**config.mk**
```make
export PLATFORM = sky130hd
export DESIGN_NAME = dvsd_pe_evq
export DESIGN_NICKNAME = d
export VERILOG_FILES = /design/src/rtl/dvsd_pe_pkg.sv /design/src/rtl/dvsd_pe_evq_fifo.sv /design/src/rtl/dvsd_pe_evq.sv
export SDC_FILE = /design/constraint.sdc
export NUM_CORES = 1
export LEC_CHECK = 0
export BUFFER_PORTS_ARGS = -buffer_cell sky130_fd_sc_hd__buf_2
export CORE_MARGIN = 2
export CORE_UTILIZATION = 52
export DETAILED_ROUTE_END_ITERATION = 10
export GPL_TIMING_DRIVEN = 0
export MAX_ROUTING_LAYER = met4
export PLACE_DENSITY = 0.83
export SLEW_MARGIN = 5
export SYNTH_ARGS = -nofsm -noshare
export SYNTH_HDL_FRONTEND = slang
export SYNTH_SLANG_ARGS = --single-unit
```
**constraint.sdc**
```tcl
create_clock -name clk -period 4.1 [get_ports clk]
set_input_delay 0.205 -clock clk [delete_from_list [all_inputs] [get_ports clk]]
set_output_delay 0.205 -clock clk [all_outputs]
set_load 0.005 [all_outputs]
```
**src/rtl/dvsd_pe_pkg.sv**
```systemverilog
// Shared types and constants for the dvsd_pe priority encoder and its event queue.
package dvsd_pe_pkg;
   localparam int CODE_W = 3;
   localparam int REQ_W  = 8;

   typedef logic [CODE_W-1:0] pe_code_t;

   localparam logic [7:0] OVF_CNT_MAX = 8'hFF;

   function automatic logic [7:0] sat_inc8(input logic [7:0] v);
      return (v == OVF_CNT_MAX) ? v : v + 8'd1;
   endfunction
endpackage

```
**src/rtl/dvsd_pe_evq_fifo.sv**
```systemverilog
// Event FIFO for dvsd_pe_evq: DEPTH-entry code storage, wrapping pointers and an explicit fill level.
module dvsd_pe_evq_fifo
   import dvsd_pe_pkg::*;
#(
   parameter int DEPTH = 4,
   localparam int PTR_W = (DEPTH > 1) ? $clog2(DEPTH) : 1,
   localparam int LVL_W = $clog2(DEPTH) + 1
) (
   input  logic              clk,
   input  logic              rst_n,
   input  logic              push,
   input  logic              pop,
   input  logic [CODE_W-1:0] din,
   output logic [CODE_W-1:0] dout,
   output logic              valid,
   output logic              full,
   output logic [LVL_W-1:0]  level
);

   pe_code_t             mem_q [DEPTH];
   pe_code_t             mem_d [DEPTH];
   logic [PTR_W-1:0]     wr_ptr_q, wr_ptr_d;
   logic [PTR_W-1:0]     rd_ptr_q, rd_ptr_d;
   logic [LVL_W-1:0]     level_q, level_d;
   logic                 push_ok;
   logic                 pop_ok;

   assign valid = (level_q != '0);
   assign full  = (level_q == LVL_W'(DEPTH));
   assign level = level_q;
   assign dout  = valid ? mem_q[rd_ptr_q] : '0;

   // A push into a full FIFO only lands if the head leaves on the same edge.
   assign pop_ok  = pop & valid;
   assign push_ok = push & (~full | pop_ok);

   always_comb begin
      mem_d    = mem_q;
      wr_ptr_d = wr_ptr_q;
      rd_ptr_d = rd_ptr_q;
      level_d  = level_q;
      if (push_ok) begin
         mem_d[wr_ptr_q] = din;
         wr_ptr_d        = wr_ptr_q + PTR_W'(1);
      end
      if (pop_ok) begin
         rd_ptr_d = rd_ptr_q + PTR_W'(1);
      end
      case ({push_ok, pop_ok})
         2'b10:   level_d = level_q + LVL_W'(1);
         2'b01:   level_d = level_q - LVL_W'(1);
         default: level_d = level_q;
      endcase
   end

   always_ff @(posedge clk or negedge rst_n) begin
      if (!rst_n) begin
         wr_ptr_q <= '0;
         rd_ptr_q <= '0;
         level_q  <= '0;
      end else begin
         wr_ptr_q <= wr_ptr_d;
         rd_ptr_q <= rd_ptr_d;
         level_q  <= level_d;
      end
   end

   // Storage is data only; the output mux hides it whenever level is 0.
   always_ff @(posedge clk) begin
      mem_q <= mem_d;
   end

endmodule

```
**src/rtl/dvsd_pe_evq.sv**
```systemverilog
// Event queue behind the dvsd_pe encoder: one event per new highest-priority request, with sticky overflow.
// Optional drop counter built when DVSD_PE_EVQ_OVF_CNT_EN is defined; otherwise ovf_cnt is tied to 0.
module dvsd_pe_evq
   import dvsd_pe_pkg::*;
#(
   parameter int DEPTH = 4
) (
   input  logic                   clk,
   input  logic                   rst_n,
   input  logic [2:0]             code,
   input  logic                   gs,
   input  logic                   eno,
   output logic                   evt_valid,
   input  logic                   evt_ready,
   output logic [2:0]             evt_code,
   output logic [$clog2(DEPTH):0] level,
   output logic                   idle,
   output logic                   ovf,
   input  logic                   ovf_clr,
   output logic [7:0]             ovf_cnt
);

   pe_code_t code_q, code_d;
   logic     gs_q, gs_d;
   logic     idle_q, idle_d;
   logic     ovf_q, ovf_d;
   logic     new_evt;
   logic     pop;
   logic     full;
   logic     drop;

   // Rising gs or a changed code while gs is held is a new event; gs falling is not.
   assign new_evt = gs & (~gs_q | (code != code_q));
   assign pop     = evt_valid & evt_ready;
   assign drop    = new_evt & full & ~pop;

   dvsd_pe_evq_fifo #(
      .DEPTH (DEPTH)
   ) u_fifo (
      .clk   (clk),
      .rst_n (rst_n),
      .push  (new_evt),
      .pop   (pop),
      .din   (code),
      .dout  (evt_code),
      .valid (evt_valid),
      .full  (full),
      .level (level)
   );

   always_comb begin
      code_d = code;
      gs_d   = gs;
      idle_d = eno;
      ovf_d  = ovf_q;
      if (ovf_clr) begin
         ovf_d = 1'b0;
      end else if (drop) begin
         ovf_d = 1'b1;
      end
   end

   always_ff @(posedge clk or negedge rst_n) begin
      if (!rst_n) begin
         code_q <= '0;
         gs_q   <= 1'b0;
         idle_q <= 1'b0;
         ovf_q  <= 1'b0;
      end else begin
         code_q <= code_d;
         gs_q   <= gs_d;
         idle_q <= idle_d;
         ovf_q  <= ovf_d;
      end
   end

   assign idle = idle_q;
   assign ovf  = ovf_q;

`ifdef DVSD_PE_EVQ_OVF_CNT_EN
   logic [7:0] ovf_cnt_q, ovf_cnt_d;

   always_comb begin
      ovf_cnt_d = ovf_cnt_q;
      if (ovf_clr) begin
         ovf_cnt_d = 8'd0;
      end else if (drop) begin
         ovf_cnt_d = sat_inc8(ovf_cnt_q);
      end
   end

   always_ff @(posedge clk or negedge rst_n) begin
      if (!rst_n) begin
         ovf_cnt_q <= 8'd0;
      end else begin
         ovf_cnt_q <= ovf_cnt_d;
      end
   end

   assign ovf_cnt = ovf_cnt_q;
`else
   assign ovf_cnt = 8'd0;
`endif

endmodule

```
==> flow_metrics.py <==
metrics = {
    "global_route": {
        "overflow": 0,
        "grt_max_degree": 14,
        "grt_first_pass_wirelength_mm": 2.62,
        "antenna_found_initial": 0,
        "grt_usage_pct": 14.2,
        "grt_pass1_vias": 585,
    },
    "yosys": {
        "yosysUniqueCellTypes": 23,
        "yosysMostFrequentCell": "dfrtp_1",
        "ys.flop_type": "dfrtp_1",
        "synth_top_cell_by_area": "edfxtp_1",
        "yosysTopAreaCellShare_pct": 31.3,
        "syn_area_sq_um": 1150,
        "synth.area.top_cells": "edfxtp_1, dfrtp_1, mux4_2, ha_1, buf_4",
        "yosysSeqAreaShare_pct": 59.5,
        "synth_warnings": 0,
        "yosys_register_bits": 25,
        "synth_edf_count": 12,
        "syn_area_per_cell_sq_um": 14.4,
        "synthArstFlopShare_pct": 52.0,
        "synthTopCellsByCount": "dfrtp_1, edfxtp_1, buf_4",
        "synth_cells": 80,
    },
    "sta": {
        "fmax_mhz": 408,
        "rsz0062_at_grt": "false",
        "maxSlewViolCount": 0,
        "fin_ws_ns": 1.65,
        "hold_viol": 0,
        "period_needed_ns": 2.45,
        "setup_viol": 0,
        "period_share_pct": 59.7,
        "setup_tns_ns": 0,
        "fin_skew_ns": 0.00784,
    },
    "floorplanning": {
        "start_util_pct": 53.6,
        "placementRows": 17,
        "die_x_microns": 51.1,
        "fp.dieH_microns": 51.1,
        "dieArea_sq_um": 2610,
        "core-area_sq_um": 2150,
        "ios": 26,
    },
    "routing": {
        "wire_per_inst_microns": 11.3,
        "firstDrtPassIters": 4,
        "vias": 603,
        "drt_iter0_markers": 4,
        "ant_nets": 0,
        "wl_mm": 1.57,
        "drt-vias-per-instance": 4.37,
        "route.detailed.drc": 0,
    },
    "worst_hold_path": {
        "hold_depth": 1,
        "min_path_type": "input port to flip-flop",
    },
    "cts": {
        "root_buffer": "clkbuf_4",
        "cts_sinks": 25,
        "worstSkewPairLatency_ns": 0.30,
        "path_clk_slew_ns": 0.12,
        "cts-resized-gates": 0,
        "cts_tree": "done",
        "cts_setup_buffers": 0,
        "cts_max_level": 1,
        "cts_made_buffers": 3,
        "clk_path_buf_depth": 2,
        "hold_buffers": 2,
    },
    "critical_path": {
        "cp_slowest_cell": "or4b_4",
        "r2r_slack_ns": 1.65,
        "max_stage_delay_ns": 0.54,
        "crit_path_start_kind": "flip-flop",
        "r2r_cells": 10,
        "cp_cell_sequence": "or4b_4, and3_1, buf_6, inv_1, ha_1, inv_1, fa_1, xor2_1, nor2_1, xor2_1",
        "crit_path_end_kind": "flip-flop",
        "cp.required_ns": 4.34,
        "crit_fanout": 7,
        "arrival_ns": 2.69,
        "path_class": "flip-flop to flip-flop",
    },
    "run_status": {
        "status": "finished, final reports clean",
    },
    "finish": {
        "finalNetCount": 126,
        "syn_to_final_growth_pct": 16.7,
        "finalInstanceArea_sq_um": 1350,
        "insertedDiodeCount": 0,
        "drive_above_1_share_pct": 34.5,
        "final_core_util_pct": 62.6,
        "finalNonFillerCells": 138,
    },
    "power": {
        "peakVddDrop_mv": 0.357,
        "leakage_nw": 0.614,
        "p_int_uw": 529,
        "p_clk_share_pct": 13.4,
        "switchingPower_uw": 232,
        "switching_share_pct": 30.5,
        "pwr-share-comb_pct": 37.9,
        "power_frac_seq_pct": 48.7,
        "pwr_density_cell_nw_per_um2": 566,
    },
    "place": {
        "place_hpwl_mm": 1.23,
        "dp_cells": 132,
        "routabilityCongestion": 0.697,
        "io_buffers": 17,
        "place_ws_ns": 1.68,
        "dpl_cell_area_sq_um": 1300,
    },
    "flow_run": {
        "maxCapViolCount": 0,
    },
}
-- path summary, 6_finish.rpt --
path                                        startpoint                             end
max                        u_fifo.level[0]$_DFFE_PN0P_     u_fifo.level[2]$_DFFE_PN0P_
min                                                 gs                  gs_q$_DFF_PN0_
max reg2reg                u_fifo.level[0]$_DFFE_PN0P_     u_fifo.level[2]$_DFFE_PN0P_
min reg2reg                            ovf$_DFFE_PN0P_                 ovf$_DFFE_PN0P_
max in group asynchronous                        rst_n  u_fifo.wr_ptr_q[1]$_DFFE_PN0P_
min in group asynchronous                        rst_n     u_fifo.level[0]$_DFFE_PN0P_
-- cells by family (layout without fill, tap and decap cells) --
| family | Yosys count | count (layout) | synth area share [%] |
|---|---|---|---|
| AO/OA/AOI/OAI | 1 | 1 | 0.434 |
| other | 1 | 8 | 0.325 |
| multiplexers | 5 | 5 | 8.03 |
| flip-flops | 25 | 25 | 59.5 |
| buffers and inverters | 17 | 40 | 8.80 |
| adder cells (fa/ha/maj) | 6 | 6 | 7.17 |
| XOR/XNOR | 9 | 9 | 6.84 |
| AND/OR/NAND/NOR | 16 | 16 | 8.90 |
-- routing by layer --
metal | GRT usage (%) | vias to the layer above | part of all wire (%)
li1 | - | 305 | -
met2 | 21.4 | 17 | 50
met3 | 1.75 | 2 | 5.9
met1 | 19.5 | 279 | 43
met4 | 6.76 | 0 | 0.89
met5 | - | - | 0
-- state kept, by name, indices dropped and copies added (netlist names) --
register         cells
u_fifo.wr_ptr_q      2
idle                 1
u_fifo.rd_ptr_q      2
u_fifo.mem_q        12
u_fifo.level         3
gs_q                 1
code_q               3
ovf                  1
-- metrics by stage --
| stage | hold slack (ns) | total power [mW] |
|---|---|---|
| finish | 0.0222 | 0.761 |
| global placement | 0.0964 | 0.653 |
| CTS | 0.0130 | 0.770 |
| floorplan | -0.0906 | 0.579 |
| global route | 0.0103 | 0.824 |
| detailed placement | 0.103 | 0.667 |
-- worst max-delay path: cells and delay by family (launching register included) --
family,cells,cell delay (ns)
flops,1,0.45
fa+ha+maj,2,0.54
buf+inv,3,0.24
simple gates,3,0.86
xor+xnor,2,0.30
-- power groups by stage --
stage / sequential (mW) / combinational (mW) / clock [mW]
finish: 0.370 / 0.288 / 0.102
global route: 0.378 / 0.333 / 0.112
detailed placement: 0.377 / 0.290 / 0
CTS: 0.371 / 0.294 / 0.105
global placement: 0.372 / 0.281 / 0
floorplan: 0.369 / 0.211 / 0
-- cell usage in the layout, fill, tap and decap left out, types with 3 or more instances in the layout --
cell type / Yosys / final
and2_1: 5 / 5
and2_2: 3 / 3
buf_2: 0 / 17
buf_4: 8 / 8
clkbuf_4: 0 / 3
conb_1: 1 / 8
dfrtp_1: 13 / 13
edfxtp_1: 12 / 12
ha_1: 5 / 5
inv_1: 7 / 7
mux4_2: 3 / 3
nor2_1: 3 / 3
xnor2_1: 6 / 6
xor2_1: 3 / 3
-- cell type report --
cell class                 instances  area, sq um
clock buffer                       4         26.3
multi-input combinational         45          392
fill                             167          803
buffer                            10         75.1
tap                               28         35.0
timing repair buffer              19          105
sequential                        25          686
inverter                           7         26.3
Note: power is estimated with default switching activity, not from simulation.
